==> src/rtl/uart_pkg.sv <==
// Shared UART definitions: receiver FSM states and frame constants,
// common to the receive and transmit halves of the 8N1 link.
package uart_pkg;

    typedef enum logic [1:0] {
        IDLE,
        START,
        DATA,
        STOP
    } rx_state_t;

    localparam int DEFAULT_CLKS_PER_BIT = 5208;
    localparam int DATA_BITS            = 8;

endpackage

==> src/rtl/uart_sync2.sv <==
// Two-flop synchroniser for an asynchronous single-bit input.
// Both flops load RESET_VAL so an idle-high line shows no edge after reset.
module uart_sync2 #(
    parameter logic RESET_VAL = 1'b1
) (
    input  logic clk,
    input  logic reset,
    input  logic d,
    output logic q
);

    logic meta;

    always_ff @(posedge clk) begin
        if (reset) begin
            meta <= RESET_VAL;
            q    <= RESET_VAL;
        end else begin
            meta <= d;
            q    <= meta;
        end
    end

endmodule

==> src/rtl/uart_rx.sv <==
// 8N1 UART receiver: synchronises Rx, samples each bit at mid-bit and
// presents complete frames in a holding register with ready/overrun flags.
module uart_rx
    import uart_pkg::*;
#(
    parameter int CLKS_PER_BIT = DEFAULT_CLKS_PER_BIT
) (
    input  logic                 clk,
    input  logic                 reset,
    input  logic                 Rx,
    input  logic                 read,
    output logic [DATA_BITS-1:0] data_out,
    output logic                 data_ready,
    output logic                 overrun,
    output logic                 frame_err,
    output logic                 busy,
    output rx_state_t            dbg_state
);

    localparam int CNT_W = $clog2(CLKS_PER_BIT);
    localparam int IDX_W = $clog2(DATA_BITS);
    localparam logic [CNT_W-1:0] HALF_LOAD = CNT_W'(CLKS_PER_BIT / 2 - 1);
    localparam logic [CNT_W-1:0] FULL_LOAD = CNT_W'(CLKS_PER_BIT - 1);
    localparam logic [IDX_W-1:0] LAST_BIT  = IDX_W'(DATA_BITS - 1);

    rx_state_t             state, state_next;
    logic                  rx_s, rx_d;
    logic                  fall, tick;
    logic [CNT_W-1:0]      cnt;
    logic [IDX_W-1:0]      bit_idx;
    logic [DATA_BITS-1:0]  shreg;
    logic                  arm, shift_en, good_stop, bad_stop, take;

    uart_sync2 #(.RESET_VAL(1'b1)) u_sync (
        .clk   (clk),
        .reset (reset),
        .d     (Rx),
        .q     (rx_s)
    );

    assign fall = rx_d & ~rx_s;
    assign tick = (cnt == '0);

    // Handshake: data_ready acts as valid for data_out; a one-cycle read
    // while data_ready=1 is the ready/accept and clears data_ready and overrun.
    assign take = read & data_ready;

    always_ff @(posedge clk) begin
        if (reset) begin
            state <= IDLE;
        end else begin
            state <= state_next;
        end
    end

    always_comb begin
        state_next = state;
        case (state)
            IDLE:    if (fall) state_next = START;
            START:   if (tick) state_next = rx_s ? IDLE : DATA;
            DATA:    if (tick && bit_idx == LAST_BIT) state_next = STOP;
            STOP:    if (tick) state_next = IDLE;
            default: state_next = IDLE;
        endcase
    end

    always_comb begin
        busy      = (state != IDLE);
        dbg_state = state;
        arm       = (state == IDLE) && fall;
        shift_en  = (state == DATA) && tick;
        good_stop = (state == STOP) && tick && rx_s;
        bad_stop  = (state == STOP) && tick && !rx_s;
    end

    // Counter reloads at every sample point, so it never free-runs through zero.
    always_ff @(posedge clk) begin
        if (reset) begin
            rx_d       <= 1'b1;
            cnt        <= '0;
            bit_idx    <= '0;
            shreg      <= '0;
            data_out   <= '0;
            data_ready <= 1'b0;
            overrun    <= 1'b0;
            frame_err  <= 1'b0;
        end else begin
            rx_d      <= rx_s;
            frame_err <= bad_stop;

            if (arm) begin
                cnt <= HALF_LOAD;
            end else if (state == IDLE) begin
                cnt <= '0;
            end else if (tick) begin
                cnt <= FULL_LOAD;
            end else begin
                cnt <= cnt - 1'b1;
            end

            if (state == START) begin
                bit_idx <= '0;
            end else if (shift_en) begin
                bit_idx <= bit_idx + 1'b1;
            end

            if (shift_en) begin
                shreg <= {rx_s, shreg[DATA_BITS-1:1]};
            end

            // A new byte always wins; overrun only flags an unread byte lost.
            if (good_stop) begin
                data_out   <= shreg;
                data_ready <= 1'b1;
                if (take) begin
                    overrun <= 1'b0;
                end else if (data_ready) begin
                    overrun <= 1'b1;
                end
            end else if (take) begin
                data_ready <= 1'b0;
                overrun    <= 1'b0;
            end
        end
    end

endmodule
==> config.mk <==
export PLATFORM = sky130hd
export DESIGN_NAME = uart_rx
export DESIGN_NICKNAME = d
export VERILOG_FILES = /design/src/rtl/uart_pkg.sv /design/src/rtl/uart_sync2.sv /design/src/rtl/uart_rx.sv
export SDC_FILE = /design/constraint.sdc
export NUM_CORES = 1
export LEC_CHECK = 0
export BUFFER_PORTS_ARGS = -buffer_cell sky130_fd_sc_hd__buf_2
export CORE_UTILIZATION = 55
export CTS_BUF_LIST = sky130_fd_sc_hd__clkbuf_8 sky130_fd_sc_hd__clkbuf_16
export DETAILED_ROUTE_END_ITERATION = 7
export HOLD_SLACK_MARGIN = 0.06
export PLACE_DENSITY = 0.87
export RECOVER_POWER = 100
export SYNTH_ARGS = -nofsm -noshare
export SYNTH_HDL_FRONTEND = slang
export SYNTH_SLANG_ARGS = --single-unit
export TNS_END_PERCENT = 20
==> constraint.sdc <==
create_clock -name clk -period 3.2 [get_ports clk]
set_clock_uncertainty 0.2 [all_clocks]
set_input_delay 0.16 -clock clk [delete_from_list [all_inputs] [get_ports clk]]
set_output_delay 0.16 -clock clk [all_outputs]
set_load 0.005 [all_outputs]
After elaboration in Yosys (flattened, before gate mapping)
Index checks and enable logic that the tools add are counted.
{"block": "word_totals", "word_cells": 57, "register_bits": 40, "input_bits": 4, "output_inout_bits": 14}
{"block": "classes", "muxes": 14, "reduce_logical": 17, "bitwise": 3, "n_eq_ne": 8, "addsub": 2}
{"operator": "$mux 12", "n": 2}
{"operator": "$logic_not 13->1", "n": 1}
{"operator": "$mux 13", "n": 1}
{"operator": "$sub 13x1->13 const B", "n": 1}
{"operator": "$mux 2", "n": 5}
{"operator": "$ne 2x2->1 const B", "n": 4}
{"operator": "$pmux 2 s4", "n": 1}
{"operator": "$logic_and 1x1->1", "n": 6}
{"operator": "$reduce_bool 2->1", "n": 3}
{"operator": "$mux 1", "n": 5}
{"operator": "$eq 2x2->1 const B", "n": 2}
{"operator": "$reduce_and 4->1", "n": 1}
{"operator": "$reduce_or 4->1", "n": 1}
{"operator": "$add 3x1->3 const B", "n": 1}
{"operator": "$eq 3x3->1 const B", "n": 1}
{"operator": "$reduce_or 3->1", "n": 1}
{"operator": "$and 1x1->1", "n": 2}
{"operator": "$eq 2x1->1 const B", "n": 1}
{"operator": "$logic_not 2->1", "n": 1}
{"operator": "$reduce_and 2->1", "n": 1}
{"operator": "$reduce_or 2->1", "n": 1}
{"operator": "$logic_not 1->1", "n": 1}
{"operator": "$not 1->1", "n": 1}

Logic depth before layout (Yosys ltp)
{"block": "logic_depth", "depth_word": 5, "mapped_depth": 8}

Cells and area by module
From an unflattened synthesis, not the netlist that was laid out.
{"block": "hier_totals", "cells_unflattened": 175, "area_unflattened_um2": 1649.1}
{"module": "uart_rx", "n_inst": 1, "area_per_inst_um2": 1596.5, "seq_area_each_um2": 760.7, "cells_each": 171}
{"module": "uart_sync2", "n_inst": 1, "area_per_inst_um2": 52.6, "seq_area_each_um2": 40.0, "cells_each": 4}

Worst setup path before layout
Ideal clock, no wire load.
{"block": "synth_timing", "path_type": "register to register", "from": "register cnt[0]", "to": "register (tool-made name)", "setup_ns": 0.070, "slack_ns": 0.839, "t_required_ns": 2.930, "n_path_buf": 1, "arrival_ns": 2.091, "period_less_slack_ns": 2.361, "stages_incl_launch_ff": 8, "cell_sequence": "dfxtp_1 > inv_1 > ha_1 > or3b_1 > or4b_1 > buf_2 > or4_1 > a21oi_1"}
{"item": "from (decl)", "line_no": "uart_rx.sv:29", "text": "logic [CNT_W-1:0] cnt;"}
{"item": "from (signal assigned)", "line_no": "uart_rx.sv:98", "text": "cnt <= cnt - 1'b1;"}

==> impl_results.md <==
* Pre-CTS setup slack at between 0.6 and 0.7 ns
* First-pass GRT wire length at roughly 5 mm
* GRT overflow at 0
* Hold Path Origin: reset
* Tcrit/Tclk final at 0.8670
* Slew Viols, Final at 0
* First-pass DRT Iterations at 4
* Synth cell types at 38
* TNS Setup at 0 ns
* Critical path arrival at ~2.8 ns
* R2r setup slk at about 0.43 ns
* Synth Warn # at 0
* Largest net degree at the start of global routing at 33
* Lkg Pwr at around 0.00083 uW
* Final Power at between 900 and 1000 uW
* CTS buffer count at 5
* Detailed placement HPWL at around 2.1 mm
* Hold slack at 0.1130 ns
* Cells along the critical path: inv_1, ha_1, or3b_1, or4b_1, clkbuf_1, or4_1, a21oi_1
* HP Class: input pin to register
* DRC at 0
* GRT Util Overall at 0.2112
* CTS root buffer: clkbuf_8
* RSZ-0062 raised after global routing: false
* CTS tree: built
* Vias in the first global route at between 1000 and 1500
* Boundary Pins at 18
* Worst Hold Path Cells at 2
* Total clock sinks at 40
* Mapped Area at around 1700 um^2
* CP Data Required Time at 3.23 ns
* PortBufs at 17
* R2r startpoint: cnt[0]
* Max rail drop VDD at between 0.0003 and 0.0004 V
* Syn Nets at around 180
* Die Height at roughly 57 um
* R2R depth at 7
* Max Root-Sink Buffers at 2
* Pwr Density at between 500 and 600 nW/um^2
* Site Rows at 19
* Max-cap violations at 0
* Share of Yosys cell area claimed by the top area cell type at 0.4783
* DRT iter0 DRCs at 27
* Slew HR at 0.5909
* Critical path class: register to register
* N_diodes at 0
* Post-layout min period at 2.775 ns
* Layout cells sized above 1 at 0.1436
* Starting density of the core at 0.5918
* WL per Instance at roughly 14 um
* Most common cell after layout, fill and taps aside: dfxtp_1
* Via density at 5.527
* Status: finished, final reports clean
* RD Place Congestion at between 0.8 and 0.9
* Antenna violations before repair at 0
* Post-CTS sizing at 0
* Worst-Margin Slew at roughly 0.6 ns
* Hold worst-path end: data_ready
* Core ar. at 2829 um^2
* Final Setup Violations at 0
* Fmax at approximately 360 MHz
* Crit Path Max Fanout at 18
* CP Launch Type: register
* Area Overhead vs Synth at 11.43%
* CP max-delay cell: or4b_1
* Die Area at ~3300 um^2
* Fillers at ~230
* H-Tree Depth at 2
* Post-synthesis sequential area ratio at 0.4783
* Die width at 57.17 um
* Final Hold Viols at 0
* Ranking of synthesized cells by area: dfxtp_1 (48%), mux2i_1 (6.0%), nand2b_1 (5.6%)
* Final worst setup slack at roughly 0.43 ns
* Top cell type by total area after synthesis: dfxtp_1
* Mapped Cells at ~180
* Critical Path Sink Type: register
* Clock transition at path regs at 0.07 ns
* Worst path max stage delay at about 0.55 ns
* Final wirelength at approximately 3.1 mm
* Synth Register Bits at 40
* DR vias at ~1200
* Post-route ant nets at 0
* Syn_area_per_cell at roughly 9.5 um^2
* Clk_lat worst skew at approximately 0.3 ns
* Final nets at 201
* Most frequent cells in the layout: dfxtp_1 (40), o21ai_0 (17), nand2b_1 (15), buf_2 (14), nor2_1 (12)
-- registers in the layout, summed over array words and instances, names as in the netlist, named ones only --
name,cells
frame_err,1
overrun,1
u_sync.q,1
rx_d,1
data_out,8
bit_idx,3
cnt,13
dbg_state,1
u_sync.meta,1
shreg,8
data_ready,1
-- worst max path at each step --
| stage | startpoint | to | slack, ns | cells after the start |
|---|---|---|---|---|
| finish | cnt[0] | register | 0.43 | 7 |
| global route | cnt[0] | data_out[0] | 0.25 | 7 |
| CTS | cnt[0] | register | 0.60 | 7 |
| detailed placement | cnt[0] | register | 0.63 | 7 |
| global placement | cnt[0] | register | 0.71 | 7 |
| floorplan | cnt[0] | register | 0.84 | 7 |
-- what timing repair did --
item / CTS / global route
setup buffers: 0 / 0
hold buffers: 2 / 0
endpoints found under the hold margin: 3 / 0
-- power by group --
group | internal, uW | switching [uW]
Combinational | 54.6 | 66.7
Sequential | 508 | 11.1
Clock | 172 | 175
-- per-stage QoR --
step,cell area [um^2],std cells,util
after floorplan,1674,176,-
after global placement,1760,216,0.6223
after detailed placement,1760,216,0.6223
after CTS,1873,226,0.6621
after global routing,1866,226,0.6594
final,1866,226,0.6594
-- worst max-delay path: cells and delay by family (launching register included) --
kind / cells / cell delay, ns
and+or+nand+nor: 3 / 1.43
buffers and inverters: 2 / 0.37
DFF: 1 / 0.34
adders and majority gates: 1 / 0.19
AOI/OAI and AO/OA: 1 / 0.16
-- kinds of logic after synthesis --
kind of cell             synth area share
multiplexers                      0.06652
buffers and inverters             0.03363
adder cells (fa/ha/maj)           0.02242
flip-flops                         0.4783
XOR/XNOR                          0.04186
AO/OA/AOI/OAI                      0.1136
AND/OR/NAND/NOR                    0.2437
-- synth_stat cells --
cell type,n
or3b_1,1
nor3_1,4
clkbuf_1,5
o31a_1,1
or3_1,2
or4_1,2
o22a_1,1
nor2_1,12
nand2b_1,15
nor2b_1,8
nand3b_4,1
or4b_1,1
buf_2,3
nand2_1,7
nor3b_1,1
or2b_1,1
a21oi_1,5
and3b_1,1
o21ai_0,13
o31ai_1,2
o21ai_1,9
ha_1,3
a21o_1,2
nand3_1,2
xnor2_1,6
or2_2,4
a211oi_1,1
nor4_1,1
inv_1,3
dfxtp_1,40
nand3b_1,2
buf_6,1
mux2i_1,10
mux2_1,1
nand4b_1,1
or4_4,1
or2_1,1
xor2_1,2
-- final cells by class --
class                           instances  area, um^2  area share
Inverter                                3       11.26    0.006036
Clock inverter                          2       10.01    0.005366
Multi-Input combinational cell        124       817.0      0.4380
Timing Repair Buffer                   20       105.1     0.05634
Sequential cell                        40       800.8      0.4292
Tap cell                               31       38.79     0.02079
Clock buffer                            6       82.58     0.04427
-- layer usage --
metal	GRT usage	up-vias	part of all wire
met5	0	-	0
met4	0.1185	0	0.021
met3	0.05669	9	0.044
met2	0.3412	29	0.47
met1	0.2554	565	0.46
li1	-	646	-
Note: power is estimated with default switching activity, not from simulation.
